$ cat src/rtl/sgpr_copy_ctrl.sv
// sgpr_copy_ctrl: copies a healthy core's scalar register file (source) into a
// recovering core's register file (destination), stalling the owning core
// while the copy runs and passing its writes straight through otherwise.
// Optional read-back verify pass: define SGPR_COPY_VERIFY_EN.
module sgpr_copy_ctrl #(
    parameter int ADDR_WIDTH = 5,
    parameter int DATA_WIDTH = 32,
    parameter int FIRST_REG  = 1,
    parameter int LAST_REG   = 31
) (
    input  logic                  clk,
    input  logic                  rst_n,
    input  logic                  start_i,
    output logic                  busy_o,
    output logic                  done_o,
    output logic                  stall_o,
    output logic                  mismatch_o,
    input  logic                  core_we_i,
    input  logic [ADDR_WIDTH-1:0] core_waddr_i,
    input  logic [DATA_WIDTH-1:0] core_wdata_i,
    output logic [ADDR_WIDTH-1:0] src_raddr_o,
    input  logic [DATA_WIDTH-1:0] src_rdata_i,
    output logic [ADDR_WIDTH-1:0] dst_raddr_o,
    input  logic [DATA_WIDTH-1:0] dst_rdata_i,
    output logic                  dst_we_o,
    output logic [ADDR_WIDTH-1:0] dst_waddr_o,
    output logic [DATA_WIDTH-1:0] dst_wdata_o
);

`ifdef SGPR_COPY_VERIFY_EN
    localparam bit VERIFY_EN = 1'b1;
`else
    localparam bit VERIFY_EN = 1'b0;
`endif

    localparam logic [ADDR_WIDTH-1:0] FIRST_A = ADDR_WIDTH'(FIRST_REG);
    localparam logic [ADDR_WIDTH-1:0] LAST_A  = ADDR_WIDTH'(LAST_REG);

    typedef enum logic [2:0] {
        IDLE   = 3'd0,
        COPY   = 3'd1,
        DRAIN  = 3'd2,
        VERIFY = 3'd3,
        DONE   = 3'd4
    } state_t;

    state_t                  state_q, state_d;
    logic [ADDR_WIDTH-1:0]   cnt_q, cnt_d;
    logic [ADDR_WIDTH-1:0]   addr_q, addr_d;
    logic [DATA_WIDTH-1:0]   data_q, data_d;
    logic                    valid_q, valid_d;
    logic                    mismatch_q, mismatch_d;

    // Next-state logic: the counter is compared before incrementing so that a
    // last register at the top of the address space never wraps.
    always_comb begin
        state_d    = state_q;
        cnt_d      = cnt_q;
        addr_d     = addr_q;
        data_d     = data_q;
        valid_d    = valid_q;
        mismatch_d = mismatch_q;
        case (state_q)
            IDLE: begin
                valid_d = 1'b0;
                if (start_i) begin
                    state_d    = COPY;
                    cnt_d      = FIRST_A;
                    mismatch_d = 1'b0;
                end
            end
            COPY: begin
                addr_d  = cnt_q;
                data_d  = src_rdata_i;
                valid_d = 1'b1;
                if (cnt_q == LAST_A) begin
                    state_d = DRAIN;
                end else begin
                    cnt_d = cnt_q + ADDR_WIDTH'(1);
                end
            end
            DRAIN: begin
                valid_d = 1'b0;
                if (VERIFY_EN) begin
                    state_d = VERIFY;
                    cnt_d   = FIRST_A;
                end else begin
                    state_d = DONE;
                end
            end
            VERIFY: begin
                if (src_rdata_i != dst_rdata_i) begin
                    mismatch_d = 1'b1;
                end
                if (cnt_q == LAST_A) begin
                    state_d = DONE;
                end else begin
                    cnt_d = cnt_q + ADDR_WIDTH'(1);
                end
            end
            DONE: begin
                state_d = IDLE;
            end
            default: begin
                state_d = IDLE;
            end
        endcase
    end

    // State, counter and read-to-write pipeline registers.
    always_ff @(posedge clk or negedge rst_n) begin
        if (!rst_n) begin
            state_q    <= IDLE;
            cnt_q      <= '0;
            addr_q     <= '0;
            data_q     <= '0;
            valid_q    <= 1'b0;
            mismatch_q <= 1'b0;
        end else begin
            state_q    <= state_d;
            cnt_q      <= cnt_d;
            addr_q     <= addr_d;
            data_q     <= data_d;
            valid_q    <= valid_d;
            mismatch_q <= mismatch_d;
        end
    end

    // Output decode: core passthrough in IDLE, pipelined copy writes otherwise.
    always_comb begin
        busy_o      = (state_q != IDLE);
        stall_o     = (state_q != IDLE);
        done_o      = (state_q == DONE);
        mismatch_o  = mismatch_q & VERIFY_EN;
        src_raddr_o = '0;
        dst_raddr_o = '0;
        dst_we_o    = 1'b0;
        dst_waddr_o = addr_q;
        dst_wdata_o = data_q;
        case (state_q)
            IDLE: begin
                dst_we_o    = core_we_i;
                dst_waddr_o = core_waddr_i;
                dst_wdata_o = core_wdata_i;
            end
            COPY, DRAIN: begin
                dst_we_o    = valid_q;
                src_raddr_o = (state_q == COPY) ? cnt_q : '0;
            end
            VERIFY: begin
                src_raddr_o = cnt_q;
                dst_raddr_o = VERIFY_EN ? cnt_q : '0;
            end
            default: begin
                dst_we_o = 1'b0;
            end
        endcase
    end

endmodule

$ cat config.mk
export PLATFORM = sky130hd
export DESIGN_NAME = sgpr_copy_ctrl
export DESIGN_NICKNAME = d
export VERILOG_FILES = /design/src/rtl/sgpr_copy_ctrl.sv
export SDC_FILE = /design/constraint.sdc
export NUM_CORES = 1
export LEC_CHECK = 0
export ABC_AREA = 1
export BUFFER_PORTS_ARGS = -buffer_cell sky130_fd_sc_hd__buf_4
export CORE_ASPECT_RATIO = 0.9
export CORE_MARGIN = 3
export CORE_UTILIZATION = 42
export CTS_BUF_LIST = sky130_fd_sc_hd__clkbuf_4 sky130_fd_sc_hd__clkbuf_8 sky130_fd_sc_hd__clkbuf_16
export CTS_CLUSTER_SIZE = 16
export DETAILED_ROUTE_END_ITERATION = 16
export PLACE_DENSITY = 0.89
export SLEW_MARGIN = 5
export SYNTH_ARGS = -nofsm -noshare
export SYNTH_HDL_FRONTEND = slang
export SYNTH_SLANG_ARGS = --single-unit
$ cat constraint.sdc
create_clock -name clk -period 2.2 [get_ports clk]
set_input_delay 0.44 -clock clk [delete_from_list [all_inputs] [get_ports clk]]
set_output_delay 0.44 -clock clk [all_outputs]
set_load 0.02 [all_outputs]
==> summary.txt, run 1 <==
Clocking
  • Root buf cell: clkbuf_8
  • CTS buffer count: 5
  • Worst-Skew Late Latency: 290 ps
  • H-tree depth: 2
  • Maximum clock insertion buffer count: 2
  • Num Clock Sinks: between 40 and 50
  • CTS tree: built
  • Clock slew at reported path FFs: 80 ps
  • Hold_buf cts: 0

Placed design
  • I/O Buffers: approximately 120
  • Placer congestion estimate: 0.814
  • Dpl hpwl: 4.38 mm

GRT
  • Vias in the first global route: 2303
  • Total congestion overflow: 0
  • Gr usage total: 18.2%
  • Pin count of the biggest net entering global routing: 47
  • First-pass GRT wire length: 9.89 mm
  • Initial antenna violation count: 0

Pwr
  • Lkg Pwr: 1.98 nW
  • Logic gate share of total power: between 60 and 70%
  • Sw Share: 49.3%
  • Seq pwr share: a little over a quarter
  • Clock group share of total power: 8.4%
  • Pint: between 2 and 3 mW
  • Net Sw Power: 2.77 mW
  • Peak VDD IR: 824 uV
  • Power Dens Cells: 1650 nW/um^2

Synth
  • Synth cell types: 19
  • Post-synthesis cell area: 2390 sq um
  • Top post-synthesis cells by area: dfrtp_1, nand2_1, buf_2
  • Synthesized area per cell: 6.93 sq um
  • Synth warnings: 0
  • Post-synthesis sequential area ratio: 48.2%
  • FF+latch count, synth: 46
  • Synth Instances: roughly 350
  • Leading area contributor after synthesis: dfrtp_1
  • Top cell type's share of synthesized area: 48.2%

Floorplan
  • Die height: 77.6 um
  • Core ar.: 5380 sq um
  • Die Wd: 85.5 um
  • # IOs: 157
  • Starting Density: 44.4%
  • Rows: 25
  • Die area: 6630 sq um

STA
  • WHS: 140 ps
  • Clock Skews: 6.09 ps
  • Final setup viols: 0
  • Period utilisation layout: just over 90%
  • Max_slew headroom: between 60% and 70%
  • Max-slew violations: 0
  • Fmax: 0.489 GHz
  • Fin Setup TNS: 0 ps
  • RSZ-0062 raised after global routing: false
  • Min Tclk post-route: just over 2000 ps
  • Worst Tran Pin Value: 572 ps
  • Final Hold Viols: 0

Worst setup path
  • Critical-path top delay cell: dfrtp_1
  • Crit end category: output pin
  • Worst EP arrival: 1610 ps
  • Required @ worst endpoint: 1760 ps
  • Setup crit start kind: flip-flop
  • Crit-path max FO: 18
  • Critical-path cell list: nor2_2 -> nand2_2 -> inv_4 -> buf_12 -> nand2_1 -> o21ai_1 -> buf_4
  • Kind of critical path: flip-flop to output pin
  • Slowest stage delay, CP: between 400 and 500 ps

Layout
  • Layout cells sized above 1: 30.0%
  • N_diodes: 0
  • Multi-input gate area: around 1100 sq um
  • # fillers: roughly 510
  • Area grow syn2layout: 42.3%
  • Final nets: 564
  • Register area: 1150 sq um

Route
  • Routed via count: 2423
  • Drt pass-1 iters: 4
  • Detail Route Antenna Nets: 0
  • Residual DRC: 0
  • Routed WL per cell: roughly 12 um
  • Vias per Instance: about 4.6
  • 1st-iter DRT viols: 65
  • Final WL: 6.28 mm

Outcome
  • Outcome: completed

Worst hold path
  • Worst hold path class: primary input to asynchronous set/reset pin

Run
  • Max Cap Viol: 0
critical path, delay by kind of cell (launching register included):
kind / cells / cell delay (ps)
and+or+nand+nor: 3 / 320
AOI/OAI and AO/OA: 1 / 70
buffers and inverters: 3 / 460
DFF: 1 / 460
worst paths after layout:
path / from / end / slack [ps] / cells after the start
worst max-delay path: state_q[0] / dst_waddr_o[0] / 150 / 7
worst min-delay path: rst_n / addr_q[4] / 140 / 1
worst max register to register: state_q[2] / data_q[6] / 250 / 7
worst min register to register: data_q[27] / data_q[27] / 480 / 2
max in group asynchronous: rst_n / data_q[20] / 1670 / 1
min in group clk: src_rdata_i[17] / data_q[17] / 350 / 3
synth_stat cells:
| master | count |
|---|---|
| dfrtp_1 | 46 |
| nand3_1 | 6 |
| nand3b_1 | 1 |
| nor2_1 | 7 |
| o21ai_1 | 8 |
| o21ai_0 | 10 |
| nand4_1 | 2 |
| inv_1 | 15 |
| buf_4 | 7 |
| conb_1 | 1 |
| nand2_1 | 216 |
| buf_2 | 13 |
| nor3_1 | 2 |
| nor2_4 | 1 |
| or2_2 | 1 |
| buf_1 | 2 |
| nand2_2 | 2 |
| ha_1 | 2 |
| inv_2 | 3 |
per-stage QoR:
step           util (%)  cell area, sq um  worst slack (ps)  std cells  total power [mW]
6_report           63.2              3400               153        524              5.62
5_1_grt            63.2              3400              4.55        524              6.13
4_1_cts            62.6              3370              72.7        523              5.58
3_5_place_dp       61.1              3290               283        516              5.10
3_3_place_gp       61.1              3290               349        516              4.98
2_1_floorplan         -              2410               526        350              3.76
what timing repair did:
| action | in CTS | in global routing |
|---|---|---|
| endpoints found under the setup margin | 0 | 33 |
| resized for setup | 0 | 3 |
| buffers inserted | 0 | 0 |
cell families after synthesis:
family / Yosys count / synth area share [%]
AND/OR/NAND/NOR: 238 / 38.8
adder cells (fa/ha/maj): 2 / 1.05
other: 1 / 0.157
buffers and inverters: 40 / 8.06
AO/OA/AOI/OAI: 18 / 3.77
flip-flops: 46 / 48.2
cell type report:
cell class,count,share of cell area (%)
inverter,18,2.06
timing repair buffer,122,27.9
multi-input combinational,264,31.4
tap,67,2.47
clock buffer,5,2.02
clock inverter,2,0.294
sequential,46,33.8
power groups by stage:
| stage | Combinational [mW] | Clock (mW) | Sequential (mW) |
|---|---|---|---|
| final | 3.67 | 0.474 | 1.48 |
| after global routing | 4.07 | 0.533 | 1.53 |
| after CTS | 3.62 | 0.491 | 1.47 |
| after detailed placement | 3.61 | 0 | 1.49 |
| after global placement | 3.51 | 0 | 1.47 |
| after floorplan | 2.33 | 0 | 1.43 |
layer usage:
metal / track usage (%) / share of wire (%) / vias up
met4: 2.85 / 0.57 / 0
met1: 21.4 / 43 / 1081
met2: 33.5 / 48 / 87
li1: - / - / 1249
met3: 4.88 / 8.1 / 6
met5: 0 / 0 / -
cell usage in the layout (no fill, tap or decap), types with 5 or more instances in the layout:
cell type and instances:
conb_1 6, nand2_1 216, clkbuf_8 5, dfrtp_1 46
o21ai_1 8, nor2_1 6, nand3_1 6, inv_1 15
o21ai_0 10, buf_4 119
state kept, by name, indices dropped and copies added, names as in the netlist:
name,cells
data_q,32
state_q,3
cnt_q,5
valid_q,1
addr_q,5
No activity file was read; power rests on OpenSTA's default activity.
==> inputs of run 2 (changes only) <==
Settings changed: RECOVER_POWER set to 25.
==> run 2 against run 1 <==
Compared with the run above:
- critical path depth is the same
- largest cell class unchanged
- critical endpoint unchanged
- first-iteration DRC count is the same
- via count shrank 0.21%
- maximum frequency is essentially flat
- non-clock buffer count is the same
==> summary.txt, run 2 (same netlist as run 1, synthesis figures left out) <==
Pwr
  • Lkg Pwr: 1.98 nW (about the same)
  • Peak VDD IR: 824 uV (about the same)
  • Power Dens Cells: 1650 nW/um^2 (about the same)

Route
  • Drt pass-1 iters: 4 (unchanged)
  • Routed WL per cell: 12.0 um (unchanged)
  • Vias per Instance: 4.61 (was 4.62)
  • Routed via count: 2418 (was 2423)
  • Final WL: 6.28 mm (unchanged)
  • Residual DRC: 0 (unchanged)
  • Detail Route Antenna Nets: 0 (unchanged)
  • 1st-iter DRT viols: 65 (unchanged)

Clocking
  • Num Clock Sinks: 46 (unchanged)
  • CTS tree: built (unchanged)
  • Clock slew at reported path FFs: 80 ps (about the same)
  • Hold_buf cts: 0 (unchanged)
  • CTS buffer count: 5 (unchanged)
  • Post-CTS Setup Repair Bufs: 0 (unchanged)
  • Root buf cell: clkbuf_8 (unchanged)
  • # resized after CTS: 0 (unchanged)
  • Maximum clock insertion buffer count: 2 (unchanged)
  • H-tree depth: 2 (unchanged)
  • Worst-Skew Late Latency: 290 ps (about the same)

STA
  • RSZ-0062 raised after global routing: false (unchanged)
  • Final setup viols: 0 (unchanged)
  • Fmax: 0.488 GHz (was 0.489 GHz)
  • Period utilisation layout: 93.1% (was 93.0%)
  • Fin Setup TNS: 0 ps (unchanged)
  • Clock Skews: 5.96 ps (was 6.09 ps)
  • Min Tclk post-route: 2050 ps (about the same)
  • Max_slew headroom: 25.3% (was 61.9%)
  • Final Hold Viols: 0 (unchanged)
  • Max-slew violations: 0 (unchanged)
  • Worst Tran Pin Value: 1120 ps (was 572 ps)

Worst setup path
  • Critical-path cell list: nor2_2 -> nand2_2 -> inv_4 -> buf_12 -> nand2_1 -> o21ai_1 -> buf_4 (unchanged)
  • Crit end category: output pin (unchanged)
  • Critical-path top delay cell: dfrtp_1 (unchanged)
  • Setup crit start kind: flip-flop (unchanged)
  • Slowest stage delay, CP: 460 ps (about the same)
  • Kind of critical path: flip-flop to output pin (unchanged)
  • Required @ worst endpoint: 1760 ps (about the same)
  • Crit-path max FO: 18 (unchanged)
  • Worst EP arrival: 1610 ps (about the same)

Placed design
  • Dpl hpwl: 4.38 mm (unchanged)
  • Placer congestion estimate: 0.814 (unchanged)
  • I/O Buffers: 118 (unchanged)
  • Placed insts: 516 (unchanged)

Layout
  • Commonest cells after routing, fill and taps aside: nand2_1, buf_4, dfrtp_1 (unchanged)
  • Layout cells sized above 1: 30.0% (unchanged)
  • Commonest non-fill, non-tap cell in the layout: nand2_1 (unchanged)
  • Largest regs: data_q (32), addr_q (5), cnt_q (5) (unchanged)
  • Area grow syn2layout: 42.2% (was 42.3%)
  • # fillers: 506 (was 505)
  • Largest reg by FF count: data_q (unchanged)
  • Largest register FFs: 32 (unchanged)
  • Fin cells: 524 (unchanged)
  • N_diodes: 0 (unchanged)
  • Final nets: 564 (unchanged)

GRT
  • Initial antenna violation count: 0 (unchanged)
  • Total congestion overflow: 0 (unchanged)
  • Vias in the first global route: 2303 (unchanged)
  • Grt peak-use layer: met2 (unchanged)
  • Met3 GRT Util: 4.88% (unchanged)
  • Grt met2 use: 33.5% (unchanged)
  • Gr usage total: 18.2% (unchanged)
  • Pin count of the biggest net entering global routing: 47 (unchanged)
  • Met1 GRT Util: 21.4% (unchanged)
  • First-pass GRT wire length: 9.89 mm (unchanged)

Floorplan
  • Starting Density: 44.4% (unchanged)
  • Core ar.: 5380 sq um (unchanged)
  • Die area: 6630 sq um (unchanged)
  • Rows: 25 (unchanged)
  • Die height: 77.6 um (unchanged)
  • # IOs: 157 (unchanged)
  • Die Wd: 85.5 um (unchanged)

Run
  • Max Cap Viol: 0 (unchanged)

Outcome
  • Outcome: completed (unchanged)

Worst hold path
  • Worst hold path class: primary input to asynchronous set/reset pin (unchanged)
## run 2: per-stage QoR
step                      instance area (sq um)  hold slack, ps  worst slack, ps  total power [mW]  utilization, %
after floorplan                            2410             144              526              3.76               -
after global placement                     3290             454              349              4.98            61.1
after detailed placement                   3290             458              283              5.10            61.1
after CTS                                  3370             160             72.7              5.58            62.6
after global routing                       3400             331             4.55              6.13            63.2
final                                      3400             346              153              5.62            63.2
## run 2: metal layers
metal | up-vias | wire (um)
met3 | 6 | 512
met2 | 87 | 3020
met4 | 0 | 36
met5 | - | 0
li1 | 1248 | -
met1 | 1077 | 2710
## run 2: worst paths after layout
check	from	to	slack, ps	cells after the start
worst max-delay path	state_q[0]	dst_waddr_o[0]	150	7
worst min-delay path	rst_n	addr_q[4]	350	1
worst max register to register	state_q[2]	data_q[6]	250	7
worst min register to register	data_q[27]	data_q[27]	480	2
min in group clk	src_rdata_i[17]	data_q[17]	350	3
max in group asynchronous	rst_n	data_q[20]	1160	1
## run 2: cell type report
class | instances | area, sq um | share of cell area (%)
sequential | 46 | 1150 | 33.9
multi-input combinational | 264 | 1070 | 31.4
timing repair buffer | 122 | 947 | 27.9
tap | 67 | 83.8 | 2.47
inverter | 18 | 70.1 | 2.06
clock buffer | 5 | 68.8 | 2.03
clock inverter | 2 | 10.0 | 0.295
## run 2: critical path, delay by kind of cell, from the launching register on
kind,cells,cell delay (ps)
AOI/OAI and AO/OA,1,70
DFF,1,460
and+or+nand+nor,3,320
buffers and inverters,3,460
## run 2: power by group
part	leakage (nW)	switching [mW]	internal (mW)	total (mW)
Combinational	1.36	2.27	1.40	3.67
Sequential	0.573	0.244	1.24	1.48
Clock	0.0438	0.261	0.213	0.474
Total	1.98	2.77	2.85	5.62
==> inputs of run 3 (changes only) <==
Settings changed: PLACE_DENSITY 0.89 to unset, PLACE_DENSITY_LB_ADDON set to 0.05.
==> run 3 against run 2 <==
Compared with the run above:
- sequential cell count is the same
- via count fell by 1.4%
- count of clock-buffer cells in the layout up 2
- combinational power fell by 2%
- first-iteration DRC count is 57% higher
- final cell count is 0.38% higher
- largest cell class unchanged
- largest power group unchanged
==> summary.txt, run 3 (same netlist as run 1, synthesis figures left out) <==
Outcome
  • Outcome: completed (unchanged)

Layout
  • Final nets: 566 (was 564)
  • N_diodes: 0 (unchanged)
  • Area grow syn2layout: 42.0% (was 42.2%)
  • Commonest cells after routing, fill and taps aside: nand2_1, buf_4, dfrtp_1 (unchanged)
  • Post-route cell area: 3390 sq um (was 3400 sq um)
  • Largest reg by FF count: data_q (unchanged)
  • Layout cells sized above 1: 30.3% (was 30.0%)
  • Commonest non-fill, non-tap cell in the layout: nand2_1 (unchanged)
  • Finished Core Util: 63.1% (was 63.2%)
  • Largest register FFs: 32 (unchanged)
  • Fin cells: 526 (was 524)
  • Largest regs: data_q (32), addr_q (5), cnt_q (5) (unchanged)
  • # fillers: 547 (was 506)

Pwr
  • Clock group share of total power: 8.9% (was 8.4%)
  • Sw Share: 48.5% (was 49.3%)
  • Net Sw Power: 2.69 mW (was 2.77 mW)
  • Logic gate share of total power: 64.6% (was 65.2%)
  • Pint: 2.86 mW (was 2.85 mW)
  • Peak VDD IR: 1020 uV (was 824 uV)
  • Lkg Pwr: 1.98 nW (about the same)
  • Pwr Total: 5.55 mW (was 5.62 mW)
  • Seq pwr share: 26.5% (was 26.3%)
  • Power Dens Cells: 1640 nW/um^2 (was 1650 nW/um^2)

Clocking
  • Hold_buf cts: 0 (unchanged)
  • Num Clock Sinks: 46 (unchanged)
  • Root buf cell: clkbuf_8 (unchanged)
  • Clock slew at reported path FFs: 80 ps (about the same)
  • Worst-Skew Late Latency: 290 ps (about the same)
  • Maximum clock insertion buffer count: 2 (unchanged)
  • H-tree depth: 2 (unchanged)
  • CTS buffer count: 5 (unchanged)
  • CTS tree: built (unchanged)

STA
  • Clock Skews: 5.09 ps (was 5.96 ps)
  • Worst Tran Pin Value: 1120 ps (about the same)
  • Fmax: 0.507 GHz (was 0.488 GHz)
  • RSZ-0062 raised after global routing: false (unchanged)
  • Fin Setup TNS: 0 ps (unchanged)
  • Period utilisation layout: 89.6% (was 93.1%)
  • Final worst slack: 229 ps (was 153 ps)
  • Final Hold Viols: 0 (unchanged)
  • WHS: 350 ps (was 346 ps)
  • Final setup viols: 0 (unchanged)
  • Max_slew headroom: 25.3% (about the same)
  • Max-slew violations: 0 (unchanged)
  • Min Tclk post-route: 1970 ps (was 2050 ps)

Worst setup path
  • Crit-path max FO: 35 (was 18)
  • Kind of critical path: flip-flop to output pin (unchanged)
  • FF-to-FF setup slack: 420 ps (was 250 ps)
  • Worst EP arrival: 1530 ps (was 1610 ps)
  • Crit end category: output pin (unchanged)
  • Worst R2R Path Depth: 10 (was 7)
  • RR Startpoint: cnt_q[0] (was state_q[2])
  • Worst R2R End: cnt_q[0] (was data_q[6])
  • Required @ worst endpoint: 1760 ps (about the same)
  • Setup crit start kind: flip-flop (unchanged)

Route
  • Residual DRC: 0 (unchanged)
  • Routed WL per cell: 11.2 um (was 12.0 um)
  • 1st-iter DRT viols: 102 (was 65)
  • Final WL: 5.90 mm (was 6.28 mm)
  • Drt pass-1 iters: 4 (unchanged)
  • Detail Route Antenna Nets: 0 (unchanged)
  • Vias per Instance: 4.53 (was 4.61)
  • Routed via count: 2385 (was 2418)

Placed design
  • Placer congestion estimate: 0.832 (was 0.814)
  • Placed inst area: 3280 sq um (was 3290 sq um)
  • Dpl hpwl: 4.21 mm (was 4.38 mm)
  • Worst slack, placed: 426 ps (was 283 ps)
  • I/O Buffers: 118 (unchanged)
  • Placed insts: 517 (was 516)

Floorplan
  • Rows: 25 (unchanged)
  • Starting Density: 44.4% (unchanged)
  • Core ar.: 5380 sq um (unchanged)
  • # IOs: 157 (unchanged)
  • Die height: 77.6 um (unchanged)
  • Die Wd: 85.5 um (unchanged)
  • Die area: 6630 sq um (unchanged)

Worst hold path
  • Worst hold path class: primary input to flip-flop (was primary input to asynchronous set/reset pin)
  • Hold_sp: src_rdata_i[11]
  • Hold Path Depth: 3
  • WHS Endpoint: data_q[11]

GRT
  • First-pass GRT wire length: 10.1 mm (was 9.89 mm)
  • Gr usage total: 18.7% (was 18.2%)
  • Initial antenna violation count: 0 (unchanged)
  • Pin count of the biggest net entering global routing: 47 (unchanged)
  • Total congestion overflow: 0 (unchanged)
  • Vias in the first global route: 2261 (was 2303)

Run
  • Max Cap Viol: 0 (unchanged)
## run 3: cell count changes in the layout (fill, tap and decap cells not counted), sizes merged
cell and change:
clkbuf +1, buf +3, clkinv -2
## run 3: power groups by stage
stage	clock network (mW)	logic, mW	registers, mW
6_report	0.495	3.58	1.47
5_1_grt	0.546	4.03	1.53
4_1_cts	0.512	3.57	1.47
3_5_place_dp	0	3.57	1.48
3_3_place_gp	0	3.52	1.47
2_1_floorplan	0	2.33	1.43
## run 3: worst max-delay path by stage
stage	to	startpoint
floorplan	dst_waddr_o[2]	state_q[0]
global placement	dst_wdata_o[9]	state_q[1]
detailed placement	dst_wdata_o[9]	state_q[0]
CTS	dst_wdata_o[7]	state_q[0]
global route	dst_wdata_o[26]	state_q[0]
finish	dst_wdata_o[10]	state_q[1]
## run 3: metal layers
layer	vias to the layer above	global-route usage [%]	part of all wire [%]
li1	1255	-	-
met1	1045	24.0	43
met4	0	5.22	0.95
met3	5	3.50	8.0
met2	80	32.1	48
met5	-	0	0
## run 3: final cells by class
cell class / count / area (sq um) / share of cell area [%]
clock buffer: 7 / 83.8 / 2.47
inverter: 18 / 67.6 / 1.99
multi-input combinational: 264 / 1070 / 31.5
sequential: 46 / 1150 / 33.9
tap: 67 / 83.8 / 2.47
timing repair buffer: 124 / 940 / 27.7
## run 3: repair_timing
item                       4_1_cts  5_1_grt
resized for setup                0        4
buffers inserted                 0        2
setup endpoints to repair        0       26
## run 3: worst max-delay path: stages, from the launching register on
cell     delay, ps
dfrtp_1        480
inv_2           90
nand2_2         90
buf_6          260
nand2_1        100
nand2_1         80
buf_4          130
